$ cat config.mk
export PLATFORM = sky130hd
export DESIGN_NAME = uart_in_source
export DESIGN_NICKNAME = d
export VERILOG_FILES = /design/src/rtl/uart_in_source.sv
export SDC_FILE = /design/constraint.sdc
export NUM_CORES = 1
export LEC_CHECK = 0
export CAP_MARGIN = 20
export CORE_MARGIN = 4
export CORE_UTILIZATION = 51
export DETAILED_ROUTE_END_ITERATION = 16
export HOLD_SLACK_MARGIN = 0.05
export PLACE_DENSITY_LB_ADDON = 0.25
export SYNTH_ARGS = -nofsm -noshare
export SYNTH_HDL_FRONTEND = slang
export SYNTH_SLANG_ARGS = --single-unit
$ cat constraint.sdc
create_clock -name clock -period 3.3 [get_ports clock]
set_clock_uncertainty 0.1 [all_clocks]
set_input_delay 0.66 -clock clock [delete_from_list [all_inputs] [get_ports clock]]
set_output_delay 0.66 -clock clock [all_outputs]
set_load 0.05 [all_outputs]
$ cat src/rtl/uart_in_source.sv
// uart_in_source: simulation-side byte source for the SoC UART input port.
// The host pushes bytes into a DEPTH-entry circular FIFO. Each DUT read
// request (uart_in_valid) consumes the FIFO head in the same cycle, or sees
// 8'hff when nothing is deliverable. A two-state pacing FSM enforces at least
// GAP_CYCLES idle cycles between consecutive deliveries.
//
// Ports:
//   clock, reset_n             - single clock, async active-low reset
//   push_valid/push_ch/push_ready - host enqueue handshake (ready = not full)
//   uart_in_valid              - DUT read request, one byte per high cycle
//   uart_in_ch                 - response byte (head or 8'hff)
//   level                      - FIFO occupancy
//   delivered_cnt              - bytes delivered, wraps modulo 2^32
//   echo_valid/echo_ch         - delivered-byte echo
//
// Optional feature: define UART_IN_SOURCE_ECHO_EN to build the echo
// registers; otherwise echo_valid/echo_ch are tied to 0.
module uart_in_source #(
  parameter int unsigned DEPTH      = 16,
  parameter int unsigned GAP_CYCLES = 0
) (
  input  logic                     clock,
  input  logic                     reset_n,
  input  logic                     push_valid,
  input  logic [7:0]               push_ch,
  output logic                     push_ready,
  input  logic                     uart_in_valid,
  output logic [7:0]               uart_in_ch,
  output logic [$clog2(DEPTH):0]   level,
  output logic [31:0]              delivered_cnt,
  output logic                     echo_valid,
  output logic [7:0]               echo_ch
);

  localparam int unsigned AW    = $clog2(DEPTH);
  localparam int unsigned PTR_W = AW + 1;
  localparam int unsigned GAP_W = (GAP_CYCLES > 0) ? $clog2(GAP_CYCLES + 1) : 1;

  typedef enum logic {
    ST_READY = 1'b0,
    ST_GAP   = 1'b1
  } state_e;

  state_e             state_q, state_d;
  logic [GAP_W-1:0]   gap_cnt_q, gap_cnt_d;
  logic [PTR_W-1:0]   wr_ptr_q, wr_ptr_d;
  logic [PTR_W-1:0]   rd_ptr_q, rd_ptr_d;
  logic [31:0]        cnt_q, cnt_d;
  logic [7:0]         mem_q [DEPTH];
  logic [7:0]         mem_d [DEPTH];

  logic               empty;
  logic               full;
  logic               deliverable;
  logic               push_fire;
  logic               pop_fire;
  logic [7:0]         head;

  // Status derived from registered pointers only.
  always_comb begin
    empty       = (wr_ptr_q == rd_ptr_q);
    full        = (wr_ptr_q[AW-1:0] == rd_ptr_q[AW-1:0]) &&
                  (wr_ptr_q[AW] != rd_ptr_q[AW]);
    deliverable = (state_q == ST_READY) && !empty;
    head        = mem_q[rd_ptr_q[AW-1:0]];
    push_fire   = push_valid && !full;
    pop_fire    = uart_in_valid && deliverable;
  end

  assign push_ready    = !full;
  assign uart_in_ch    = deliverable ? head : 8'hff;
  assign level         = wr_ptr_q - rd_ptr_q;
  assign delivered_cnt = cnt_q;

  // Pacing FSM: GAP lasts exactly GAP_CYCLES cycles after each delivery.
  always_comb begin
    state_d   = state_q;
    gap_cnt_d = gap_cnt_q;
    case (state_q)
      ST_READY: begin
        if (pop_fire && (GAP_CYCLES != 0)) begin
          state_d   = ST_GAP;
          gap_cnt_d = GAP_W'(GAP_CYCLES);
        end
      end
      ST_GAP: begin
        if (gap_cnt_q <= GAP_W'(1)) begin
          state_d   = ST_READY;
          gap_cnt_d = '0;
        end else begin
          gap_cnt_d = gap_cnt_q - GAP_W'(1);
        end
      end
      default: begin
        state_d   = ST_READY;
        gap_cnt_d = '0;
      end
    endcase
  end

  // FIFO pointers, storage and delivery counter.
  always_comb begin
    wr_ptr_d = wr_ptr_q + PTR_W'(push_fire);
    rd_ptr_d = rd_ptr_q + PTR_W'(pop_fire);
    cnt_d    = cnt_q + 32'(pop_fire);
    mem_d    = mem_q;
    if (push_fire) begin
      mem_d[wr_ptr_q[AW-1:0]] = push_ch;
    end
  end

  always_ff @(posedge clock or negedge reset_n) begin
    if (!reset_n) begin
      state_q   <= ST_READY;
      gap_cnt_q <= '0;
      wr_ptr_q  <= '0;
      rd_ptr_q  <= '0;
      cnt_q     <= '0;
    end else begin
      state_q   <= state_d;
      gap_cnt_q <= gap_cnt_d;
      wr_ptr_q  <= wr_ptr_d;
      rd_ptr_q  <= rd_ptr_d;
      cnt_q     <= cnt_d;
    end
  end

  // Storage needs no reset: pointers alone define valid contents.
  always_ff @(posedge clock) begin
    mem_q <= mem_d;
  end

`ifdef UART_IN_SOURCE_ECHO_EN
  logic       echo_valid_q, echo_valid_d;
  logic [7:0] echo_ch_q, echo_ch_d;

  // One-cycle strobe after each delivery; byte held until the next one.
  always_comb begin
    echo_valid_d = pop_fire;
    echo_ch_d    = echo_ch_q;
    if (pop_fire) begin
      echo_ch_d = head;
    end
  end

  always_ff @(posedge clock or negedge reset_n) begin
    if (!reset_n) begin
      echo_valid_q <= 1'b0;
      echo_ch_q    <= 8'h00;
    end else begin
      echo_valid_q <= echo_valid_d;
      echo_ch_q    <= echo_ch_d;
    end
  end

  assign echo_valid = echo_valid_q;
  assign echo_ch    = echo_ch_q;
`else
  assign echo_valid = 1'b0;
  assign echo_ch    = 8'h00;
`endif

endmodule

==> flow_metrics.tcl <==
set metrics [dict create \
    status "finished clean" \
    core_area_mm2 0.0133 \
    p_per_area_mw_per_mm2 1000 \
    p_clk_share_pct 22.3 \
    synth_ff_type "edfxtp_1" \
    synthTopCellsByCount "edfxtp_1 (128), dfrtp_1 (42), mux4_2 (32)" \
    cts.sinks 170 \
    num_vias 3917 \
    core.rowCount 42 \
    clk_pin_slew_ps 60 \
    cpMaxStageDelayCell "mux4_2" \
    cp.arrival_ps 2390 \
    fin_util_pct 64.6 \
    post_cts_buffers 0 \
    synth-edff-count 128 \
    drtPass1Iterations 4 \
    clock_latency_ps 420 \
    synth_top_area_cell "edfxtp_1" \
    rsz0062_at_grt "false" \
    pwr-share-comb_pct 46.2 \
    finalCritPeriodShare_pct 95.4 \
    wl_per_cell_um 20.3 \
    design.die.area_mm2 0.0157 \
    drtIter0Drc 330 \
    n_antenna_cell 0 \
    finalSetupViolCount 0 \
    peakVddDrop_v 0.000601 \
    avgSynthCellArea_um2 16.8 \
    path_buf_inv 2 \
    gr-usage-all-layers_pct 18.9 \
    syn_inst 417 \
    yosysWarnings 0 \
    cpLargestDelayFamily "multiplexers" \
    hold_viol_final 0 \
    die_w_um 125 \
    layout.cells.non_filler 693 \
    grt_pass1_vias 3962 \
    cts_hold_buf 0 \
    drv_slew 0 \
    period_needed_ps 3150 \
    critical_path_required_ps 2540 \
    area_growth_pct 23.0 \
    cap_violations 0 \
    yosysTopAreaCellShare_pct 54.8 \
    p_sw_mw 3.20 \
    port_buffers 57 \
    gp_congestion 0.878 \
    htreeDepth 4 \
    dp.cells 661 \
    ant_nets 0 \
    grt_max_degree 43 \
    critPathMaxStageDelay_ps 540 \
    die_h_um 125 \
    cts_buffer_depth 2 \
    syn-cell-area_mm2 0.00701 \
    hold_class "in -> async" \
    synth.most_common_cell "edfxtp_1" \
    async_flop_share_pct 24.7 \
    end_kind "primary output" \
    cts-resized-gates 0 \
    dp.final_hpwl_um 9360 \
    fin_nets 527 \
    drive_above_1_share_pct 21.7 \
    drc_errors 0 \
    setup_tns_ps 0 \
    worst_pin_slew_ps 927 \
    viasPerCell 5.65 \
    grt-ovfl-total 0 \
    synthDistinctLibCells 35 \
    cts_buffers 17 \
    power_leakage_nw 3.19 \
    crit_type "reg -> out" \
    path_max_fanout 33 \
    power_mw 8.62 \
    path_cells "buf_12, mux4_2, a22oi_1, nand4_1, buf_12" \
    ys_ff_latch 170 \
    startpoint_type "flop" \
    start_util_pct 52.5 \
    wl_um 14100 \
    swShare_pct 37.2 \
    seq_power_share_pct 31.5 \
    crit_top_cell "buf_12" \
    internal_power_mw 5.42 \
    antenna_found_initial 0 \
    netlist_top_cells_area "edfxtp_1 (55%), dfrtp_1 (15%), mux4_2 (10%)" \
    max_freq_ghz 0.318 \
    max_slew_margin_pct 38.2 \
    cts_tree "yes" \
    seq_area_frac_synth_pct 69.8 \
    grt_pass1_wl_um 22400 \
    pin_count 67 \
    cts_root_buffer "clkbuf_16" \
]
==> power by group through the flow <==
stage	Combinational, mW	Clock [mW]	Sequential [mW]
floorplan	2.19	0	2.87
global placement	4.00	0	2.74
detailed placement	4.02	0	2.76
CTS	4.03	1.96	2.72
global route	4.18	2.06	2.75
finish	3.98	1.92	2.72
==> per-stage QoR <==
step,worst slack [ps],area (µm²),hold WS (ps)
6_report,153,8620,275
4_1_cts,85.9,8620,293
5_1_grt,11.1,8620,356
2_1_floorplan,93.8,7060,264
3_3_place_gp,323,8040,361
3_5_place_dp,264,8040,372
==> area by class of cell <==
| cell class | instances | area [µm²] |
|---|---|---|
| flip-flops and latches | 170 | 4900 |
| inverters | 11 | 41.3 |
| fillers | 932 | 4730 |
| well taps | 176 | 220 |
| clock buffers | 18 | 429 |
| repair buffers | 82 | 896 |
| multi-input cells | 222 | 1990 |
| clock inverters | 14 | 149 |
==> registers in the layout, summed over array words and instances, names as in the netlist <==
name and count:
wr_ptr_q 5, rd_ptr_q 5, delivered_cnt 32, mem_q 128
==> worst register-to-register path: cells and delay by family (launching register included) <==
family / cells / cell delay [ps]
xor gates and xnor gates: 1 / 160
adders and majority gates: 3 / 800
DFF: 1 / 430
and+or+nand+nor: 6 / 1450
==> path summary, 6_finish.rpt <==
path / cells past startpoint / to / from / slack, ps
worst max-delay path: 5 / uart_in_ch[3] / rd_ptr_q[0]$_DFF_PN0_ / 150
worst min-delay path: 1 / rd_ptr_q[4]$_DFF_PN0_ / reset_n / 280
worst max register to register: 10 / delivered_cnt[20]$_DFF_PN0_ / wr_ptr_q[1]$_DFF_PN0_ / 260
worst min register to register: 1 / delivered_cnt[31]$_DFF_PN0_ / delivered_cnt[31]$_DFF_PN0_ / 380
max in group asynchronous: 1 / rd_ptr_q[0]$_DFF_PN0_ / reset_n / 2190
min in group clock: 1 / delivered_cnt[31]$_DFF_PN0_ / delivered_cnt[31]$_DFF_PN0_ / 380
==> routing by layer <==
metal	vias to the layer above	track usage (%)	part of all wire, %	routed length (µm)
li1	1757	-	-	-
met3	29	3.97	5.8	819
met1	1991	26.2	44	6170
met5	-	0	0	0
met4	0	7.59	2.3	318
met2	140	29.5	48	6750
==> cell usage in the layout (no fill, tap or decap), types with 2 or more instances in the layout <==
cell type / count
mux4_2: 32
edfxtp_1: 128
or3_2: 2
nand4_1: 18
a22oi_1: 8
nor2_1: 21
clkinv_2: 4
nand2b_1: 2
clkbuf_16: 17
xnor2_1: 25
ha_1: 10
clkinvlp_4: 3
buf_12: 14
nor4_1: 2
nand3_1: 25
dfrtp_1: 41
bufinv_16: 2
and2_1: 2
a21o_1: 2
and3_1: 3
buf_4: 24
clkinv_4: 3
conb_1: 9
clkdlybuf4s50_1: 43
a21oi_1: 2
and4_1: 2
xor2_1: 16
inv_1: 11
nor4_4: 2
nand2_1: 22
nor3_1: 10
==> cells by family after synthesis <==
group | after synthesis | synth area share [%]
AOI/OAI and AO/OA | 13 | 1.32
xor gates and xnor gates | 41 | 5.12
adders and majority gates | 11 | 2.07
buffers and inverters | 33 | 2.41
DFF | 170 | 69.8
muxes | 32 | 10.3
other | 1 | 0.0535
and+or+nand+nor | 116 | 8.91
(Power assumes the default switching activity.)
